<file path="src/rtl/dmem_arb_pkg.sv">
// Shared types and defaults for the data-memory arbiter.
// Imported by the interface, the arbiter and its address generator.
package dmem_arb_pkg;

    localparam int AW_DEF = 8;
    localparam int DW_DEF = 8;
    localparam int CNT_W  = 9;

    typedef enum logic [1:0] {
        IDLE,
        BURST,
        DONE
    } arb_state_t;

endpackage

</file>
<file path="src/rtl/dmem_arbiter_if.sv">
// Core, host and memory-side signals of the data-memory arbiter.
// slave is the arbiter's view, master is the surrounding system's view.
interface dmem_arbiter_if #(
    parameter int AW = dmem_arb_pkg::AW_DEF,
    parameter int DW = dmem_arb_pkg::DW_DEF
);
    logic          core_rd;
    logic          core_wr;
    logic [AW-1:0] core_addr;
    logic [DW-1:0] core_wdata;
    logic [DW-1:0] core_rdata;
    logic          core_stall;

    logic          host_req;
    logic          host_we;
    logic [AW-1:0] host_addr;
    logic [7:0]    host_len;
    logic          host_wvalid;
    logic [DW-1:0] host_wdata;
    logic          host_gnt;
    logic          host_rvalid;
    logic [DW-1:0] host_rdata;
    logic          host_done;

    logic [AW-1:0] mem_addr;
    logic          mem_read;
    logic          mem_write;
    logic [DW-1:0] mem_wdata;
    logic [DW-1:0] mem_rdata;

    modport slave (
        input  core_rd, core_wr, core_addr, core_wdata,
        output core_rdata, core_stall,
        input  host_req, host_we, host_addr, host_len,
        input  host_wvalid, host_wdata,
        output host_gnt, host_rvalid, host_rdata, host_done,
        output mem_addr, mem_read, mem_write, mem_wdata,
        input  mem_rdata
    );

    modport master (
        output core_rd, core_wr, core_addr, core_wdata,
        input  core_rdata, core_stall,
        output host_req, host_we, host_addr, host_len,
        output host_wvalid, host_wdata,
        input  host_gnt, host_rvalid, host_rdata, host_done,
        input  mem_addr, mem_read, mem_write, mem_wdata,
        output mem_rdata
    );

endinterface

</file>
<file path="src/rtl/dmem_arbiter_burst_addr_gen.sv">
// Host burst address and remaining-beat counter.
// A length of 0 loads 256 beats; the address wraps at 2**AW.
module burst_addr_gen
    import dmem_arb_pkg::*;
#(
    parameter int AW = AW_DEF
) (
    input  logic          clk_i,
    input  logic          rst_ni,
    input  logic          load_i,
    input  logic [AW-1:0] addr_i,
    input  logic [7:0]    len_i,
    input  logic          step_i,
    output logic [AW-1:0] addr_o,
    output logic          last_o
);

    logic [AW-1:0]    addr_q, addr_d;
    logic [CNT_W-1:0] cnt_q, cnt_d;

    // Load on grant, advance one position per performed beat.
    always_comb begin
        addr_d = addr_q;
        cnt_d  = cnt_q;
        if (load_i) begin
            addr_d = addr_i;
            cnt_d  = (len_i == 8'd0) ? CNT_W'(256) : {1'b0, len_i};
        end else if (step_i) begin
            addr_d = addr_q + AW'(1);
            cnt_d  = cnt_q - CNT_W'(1);
        end
    end

    // Address and counter registers, cleared by reset.
    always_ff @(posedge clk_i) begin
        if (!rst_ni) begin
            addr_q <= '0;
            cnt_q  <= '0;
        end else begin
            addr_q <= addr_d;
            cnt_q  <= cnt_d;
        end
    end

    assign addr_o = addr_q;
    assign last_o = (cnt_q == CNT_W'(1));

endmodule

</file>
<file path="src/rtl/dmem_arbiter.sv">
// Shares the data memory between the core and a burst host port.
// Core is a zero-latency pass-through whenever no host burst runs.
module dmem_arbiter
    import dmem_arb_pkg::*;
#(
    parameter int AW         = AW_DEF,
    parameter int DW         = DW_DEF,
    parameter int STARVE_MAX = 4
) (
    input logic           clk,
    input logic           reset,
    dmem_arbiter_if.slave bus
);

    localparam logic [3:0] WAIT_MAX = 4'(STARVE_MAX);

    arb_state_t    state_q, state_d;
    logic [3:0]    wait_q, wait_d;
    logic          we_q, we_d;
    logic          rvalid_q, rvalid_d;
    logic [DW-1:0] rdata_q, rdata_d;

    logic          core_acc;
    logic          grant;
    logic          beat;
    logic          last;
    logic [AW-1:0] baddr;

    logic [AW-1:0] m_addr;
    logic          m_read;
    logic          m_write;
    logic [DW-1:0] m_wdata;
    logic          c_stall;

    assign core_acc = bus.core_rd | bus.core_wr;
    assign grant    = (state_q == IDLE) && bus.host_req &&
                      (!core_acc || (wait_q == WAIT_MAX));
    assign beat     = (state_q == BURST) &&
                      (we_q ? bus.host_wvalid : 1'b1);

    burst_addr_gen #(
        .AW(AW)
    ) u_agen (
        .clk_i (clk),
        .rst_ni(reset),
        .load_i(grant),
        .addr_i(bus.host_addr),
        .len_i (bus.host_len),
        .step_i(beat),
        .addr_o(baddr),
        .last_o(last)
    );

    // Next state, memory port steering and core stall.
    always_comb begin
        state_d  = state_q;
        we_d     = we_q;
        m_addr   = bus.core_addr;
        m_read   = bus.core_rd;
        m_write  = bus.core_wr;
        m_wdata  = bus.core_wdata;
        c_stall  = 1'b0;
        unique case (state_q)
            IDLE: begin
                if (grant) begin
                    state_d = BURST;
                    we_d    = bus.host_we;
                end
            end
            BURST: begin
                m_addr  = baddr;
                m_read  = !we_q;
                // A beat caught by reset must not reach memory.
                m_write = we_q & bus.host_wvalid & reset;
                m_wdata = bus.host_wdata;
                c_stall = core_acc;
                if (beat && last) state_d = DONE;
            end
            DONE: begin
                state_d = IDLE;
            end
            default: begin
                state_d = IDLE;
            end
        endcase
    end

    // Starvation counter and registered host read beat.
    always_comb begin
        wait_d   = wait_q;
        rvalid_d = beat & !we_q;
        rdata_d  = rdata_q;
        if (!bus.host_req || grant) begin
            wait_d = '0;
        end else if ((state_q == IDLE) && core_acc &&
                     (wait_q != WAIT_MAX)) begin
            wait_d = wait_q + 4'd1;
        end
        if (rvalid_d) rdata_d = bus.mem_rdata;
    end

    // State and control registers.
    always_ff @(posedge clk) begin
        if (!reset) begin
            state_q  <= IDLE;
            wait_q   <= '0;
            we_q     <= 1'b0;
            rvalid_q <= 1'b0;
            rdata_q  <= '0;
        end else begin
            state_q  <= state_d;
            wait_q   <= wait_d;
            we_q     <= we_d;
            rvalid_q <= rvalid_d;
            rdata_q  <= rdata_d;
        end
    end

    assign bus.mem_addr    = m_addr;
    assign bus.mem_read    = m_read;
    assign bus.mem_write   = m_write;
    assign bus.mem_wdata   = m_wdata;
    assign bus.core_rdata  = bus.mem_rdata;
    assign bus.core_stall  = c_stall;
    assign bus.host_gnt    = (state_q == BURST);
    assign bus.host_done   = (state_q == DONE);
    assign bus.host_rvalid = rvalid_q;
    assign bus.host_rdata  = rdata_q;

endmodule

</file>
<file path="src/flat_wrapper.sv">
// flat-port wrapper written by rule: the top's interface ports become plain ports
module dmem_arbiter_flat import dmem_arb_pkg::*;
#(
    parameter int AW         = AW_DEF,
    parameter int DW         = DW_DEF,
    parameter int STARVE_MAX = 4
)
  (clk, reset, bus_core_rd, bus_core_wr, bus_core_addr, bus_core_wdata, bus_core_rdata, bus_core_stall, bus_host_req, bus_host_we, bus_host_addr, bus_host_len, bus_host_wvalid, bus_host_wdata, bus_host_gnt, bus_host_rvalid, bus_host_rdata, bus_host_done, bus_mem_addr, bus_mem_read, bus_mem_write, bus_mem_wdata, bus_mem_rdata);
  dmem_arbiter_if #(.AW(AW), .DW(DW)) bus_i ();
  input logic clk;
  input logic reset;
  input wire logic [$bits(bus_i.core_rd)-1:0] bus_core_rd;
  input wire logic [$bits(bus_i.core_wr)-1:0] bus_core_wr;
  input wire logic [$bits(bus_i.core_addr)-1:0] bus_core_addr;
  input wire logic [$bits(bus_i.core_wdata)-1:0] bus_core_wdata;
  output wire logic [$bits(bus_i.core_rdata)-1:0] bus_core_rdata;
  output wire logic [$bits(bus_i.core_stall)-1:0] bus_core_stall;
  input wire logic [$bits(bus_i.host_req)-1:0] bus_host_req;
  input wire logic [$bits(bus_i.host_we)-1:0] bus_host_we;
  input wire logic [$bits(bus_i.host_addr)-1:0] bus_host_addr;
  input wire logic [$bits(bus_i.host_len)-1:0] bus_host_len;
  input wire logic [$bits(bus_i.host_wvalid)-1:0] bus_host_wvalid;
  input wire logic [$bits(bus_i.host_wdata)-1:0] bus_host_wdata;
  output wire logic [$bits(bus_i.host_gnt)-1:0] bus_host_gnt;
  output wire logic [$bits(bus_i.host_rvalid)-1:0] bus_host_rvalid;
  output wire logic [$bits(bus_i.host_rdata)-1:0] bus_host_rdata;
  output wire logic [$bits(bus_i.host_done)-1:0] bus_host_done;
  output wire logic [$bits(bus_i.mem_addr)-1:0] bus_mem_addr;
  output wire logic [$bits(bus_i.mem_read)-1:0] bus_mem_read;
  output wire logic [$bits(bus_i.mem_write)-1:0] bus_mem_write;
  output wire logic [$bits(bus_i.mem_wdata)-1:0] bus_mem_wdata;
  input wire logic [$bits(bus_i.mem_rdata)-1:0] bus_mem_rdata;
  assign bus_i.core_rd = bus_core_rd;
  assign bus_i.core_wr = bus_core_wr;
  assign bus_i.core_addr = bus_core_addr;
  assign bus_i.core_wdata = bus_core_wdata;
  assign bus_core_rdata = bus_i.core_rdata;
  assign bus_core_stall = bus_i.core_stall;
  assign bus_i.host_req = bus_host_req;
  assign bus_i.host_we = bus_host_we;
  assign bus_i.host_addr = bus_host_addr;
  assign bus_i.host_len = bus_host_len;
  assign bus_i.host_wvalid = bus_host_wvalid;
  assign bus_i.host_wdata = bus_host_wdata;
  assign bus_host_gnt = bus_i.host_gnt;
  assign bus_host_rvalid = bus_i.host_rvalid;
  assign bus_host_rdata = bus_i.host_rdata;
  assign bus_host_done = bus_i.host_done;
  assign bus_mem_addr = bus_i.mem_addr;
  assign bus_mem_read = bus_i.mem_read;
  assign bus_mem_write = bus_i.mem_write;
  assign bus_mem_wdata = bus_i.mem_wdata;
  assign bus_i.mem_rdata = bus_mem_rdata;
  dmem_arbiter #(.AW(AW), .DW(DW), .STARVE_MAX(STARVE_MAX)) u_core (.clk(clk), .reset(reset), .bus(bus_i));
endmodule
</file>
<file path="config.mk">
export PLATFORM = sky130hd
export DESIGN_NAME = dmem_arbiter_flat
export DESIGN_NICKNAME = d
export VERILOG_FILES = /design/src/rtl/dmem_arb_pkg.sv /design/src/rtl/dmem_arbiter_if.sv /design/src/rtl/dmem_arbiter_burst_addr_gen.sv /design/src/rtl/dmem_arbiter.sv /design/src/flat_wrapper.sv
export SDC_FILE = /design/constraint.sdc
export NUM_CORES = 1
export LEC_CHECK = 0
export ABC_AREA = 1
export BUFFER_PORTS_ARGS = -buffer_cell sky130_fd_sc_hd__buf_2
export CORE_MARGIN = 2
export CORE_UTILIZATION = 40
export DETAILED_ROUTE_END_ITERATION = 12
export GPL_TIMING_DRIVEN = 0
export PLACE_DENSITY_LB_ADDON = 0.1
export SLEW_MARGIN = 40
export SYNTH_ARGS = -nofsm -noshare
export SYNTH_HDL_FRONTEND = slang
export SYNTH_HIERARCHICAL = 1
export SYNTH_SLANG_ARGS = --single-unit
</file>
<file path="constraint.sdc">
create_clock -name clk -period 2.2 [get_ports clk]
set_clock_uncertainty 0.1 [all_clocks]
set_input_delay 0.55 -clock clk [delete_from_list [all_inputs] [get_ports clk]]
set_output_delay 0.55 -clock clk [all_outputs]
set_load 0.02 [all_outputs]
</file>
==> metrics.md <==
| Metric | Value |
|---|---|
| Final worst-path setup slack | `0.132 ns` |
| Die Height | `77.4 um` |
| Synth top area cells | `dfxtp_1 31%, nand2_1 18%, nor2_1 7.0%, inv_1 5.8%, nand3_1 5.3%` |
| Synth Cell Area | `2150 um2` |
| Setup Viol. Count Final | `0` |
| Critical Path AT | `1.42 ns` |
| Initial antenna violation count | `0` |
| Post-synthesis compound-gate area fraction | `12.6%` |
| DRC violation count after routing | `0` |
| Htree depth | `2` |
| Crit path largest cell delay | `0.38 ns` |
| Asr flop ratio synth | `0%` |
| Max Buffers Root-to-Sink | `2` |
| Clock Sinks | `33` |
| Initial core utilization | `41.9%` |
| Post-synthesis sequential element count | `33` |
| Total negative slack | `0 ns` |
| Yosys warns | `6` |
| Final HPWL DP | `between 4 and 5 mm` |
| Number of synthesized flops with an enable pin | `0` |
| Vias | `2358` |
| Syn-to-layout area delta | `29.6%` |
| Slowest CP cell | `dfxtp_1` |
| Yosys cell types | `31` |
| Min Tclk post-route | `2.07 ns` |
| Number of max-cap violations | `0` |
| Crit end category | `primary output` |
| Largest net degree at the start of global routing | `12` |
| Global-route wire length before repair | `9.23 mm` |
| Post-Syn Area per Cell | `6.39 um2` |
| DRT Pass-1 Iters | `4` |
| Buf/Inv on CP | `4` |
| # fillers | `549` |
| Simple-gate share of the synthesized area | `37.7%` |
| Post-Syn Nets | `397` |
| Final cell count without fillers | `507` |
| Drt via density | `4.65` |
| Area of the multi-input gates | `1170 um2` |
| Top delay family on crit path | `buffers and inverters` |
| Largest family of logic cells by synthesized area | `simple AND/OR/NAND/NOR gates` |
| Mapped Cells | `around 340` |
| Core Area | `5140 um2` |
| Post-synth top flop | `dfxtp_1` |
| Yosys top cell by area | `dfxtp_1` |
| Layout cells sized above 1 | `32.7%` |
| Initial DRC Count | `92` |
| CTS clk-pin slew, worst paths | `about 0.070 ns` |
| Peak Freq | `484 MHz` |
| Hold Path Class | `in -> reg` |
| DR WL/cell | `roughly 11 um` |
| Grt ovf | `0` |
| Final WL | `5.56 mm` |
| Pre-CTS setup slack | `around 0.16 ns` |
| Cells after DPL | `499` |
| Pwr/cell area | `about 560 nW/um2` |
| Final ANT Viol Nets | `0` |
| Register area share after synthesis | `30.7%` |
| I/O Buffers | `92` |
| Setup CP Type | `reg -> out` |
| Final period utilization | `94.0%` |
| Final slew viol count | `0` |
| Cell Rows | `26` |
| Worst EP required | `1.55 ns` |
| Synth Area in XOR/XNOR | `1.22%` |
| Cell with the most instances after synthesis | `nand2_1` |
| Total global-route track usage | `between 10% and 20%` |
| I/O pins | `93` |
| CTS Buf Count | `5` |
| Die ar. | `5980 um2` |
| Share of the synthesized area in the top cell type | `30.7%` |
| Die Wd | `77.4 um` |
| RSZ-0062 raised after global routing | `false` |
| Clk_lat worst skew | `0.29 ns` |
| Register Area | `between 600 and 700 um2` |
| Number of global-route vias before repair | `2165` |
| Root Driver | `clkbuf_8` |
| # diodes | `0` |
| Crit path cell chain | `nand2_2, buf_6, inv_6, buf_12, nand4_2, o21ai_2, buf_4` |
| TritonCTS clock tree | `done` |
| Max-Slew Margin vs Limit | `77.0%` |
| Lkg Pwr | `1.50 nW` |
| Top cells by count, synth | `105 x nand2_1, 40 x nor2_1, 33 x dfxtp_1, 33 x inv_1, 23 x nand3_1` |
| Worst slew pin tran | `0.345 ns` |
| Synth Area in Adders | `under 10%` |
| CP startpoint kind | `flip-flop` |
| Status | `finished clean` |
| Setup bufs post-CTS | `0` |
| Final hold violation count | `0` |
| CP Max Fanout | `10` |
| Fin Hold WS | `0.381 ns` |
| Mux contribution to synthesized area | `0%` |
| Placer Congestion | `0.813` |
| Tot Pwr | `1.55 mW` |
| Worst VDD drop | `0.347 mV` |
| Final #Nets | `496` |
==> report_power, final <==
| group | internal (mW) | switching [mW] | total (mW) |
|---|---|---|---|
| Combinational | 0.172 | 0.262 | 0.434 |
| Sequential | 0.632 | 0.0285 | 0.661 |
| Clock | 0.218 | 0.237 | 0.455 |
| Total | 1.02 | 0.527 | 1.55 |
==> repair_timing <==
action	in CTS	in global routing
setup endpoints to repair	0	1
hold buffers	0	0
resized for setup	0	2
==> state kept, by name (all words and copies together), names as in the netlist <==
signal and flops:
u_core/bus.host_rvalid 1, u_core/bus.host_rdata 8, u_core/u_agen/addr_o 8, u_core/we_q 1, u_core/wait_q 4, u_core/state_q 2
u_core/u_agen/cnt_q 9
==> through the flow <==
stage	utilization (%)	area, um2
after floorplan	-	2150
after global placement	52.5	2700
after detailed placement	52.5	2700
after CTS	54.2	2790
after global routing	54.3	2790
final	54.3	2790
==> logic make-up after synthesis <==
family | after synthesis
AO/OA/AOI/OAI | 47
XOR/XNOR | 3
adder cells (fa/ha/maj) | 5
buffers and inverters | 62
flip-flops | 33
AND/OR/NAND/NOR | 187
==> cell type report <==
cell class / instances / share of cell area (%)
Tap cell: 70 / 3.14
Multi-Input combinational cell: 242 / 42.0
Clock buffer: 5 / 2.47
Inverter: 45 / 6.24
Clock inverter: 3 / 0.628
Sequential cell: 33 / 23.7
Buffer: 17 / 5.25
Timing Repair Buffer: 92 / 16.6
==> metal layers <==
metal / GRT usage [%] / share of wire (%) / up-vias
li1: - / - / 1256
met1: 22.3 / 45 / 1023
met2: 33.2 / 47 / 73
met3: 4.30 / 7.1 / 6
met4: 5.89 / 1.1 / 0
met5: 0 / 0 / -
==> layout by cell type (no fill, tap or decap), drive strengths merged <==
master	netlist	routed
nand2	108	108
buf	16	108
nor2	46	46
inv	45	45
dfxtp	33	33
nand3	25	25
o21ai	20	20
a21oi	15	15
a22oi	6	6
clkbuf	1	6
nand4	6	6
ha	5	5
o21bai	3	3
xor2	3	3
clkinv	0	2
clkinvlp	0	1
a211oi	1	1
a31oi	1	1
o211ai	1	1
or2	1	1
nor3	1	1
==> worst min-delay path, stage by stage <==
cell	delay [ns]
buf_2	0.07
nor2_1	0.03
nor2_1	0.08
==> worst paths after layout <==
kind,start,endpoint,slack [ns],cells after the start
setup / recovery,u_core/state_q[0],bus_mem_write,0.13,7
hold / removal,bus_host_we,u_core/we_q,0.38,3
setup reg to reg,u_core/wait_q[0],u_core/u_agen/cnt_q[8],0.23,12
hold reg to reg,u_core/wait_q[3],u_core/wait_q[3],0.39,2
(Power assumes the default switching activity.)
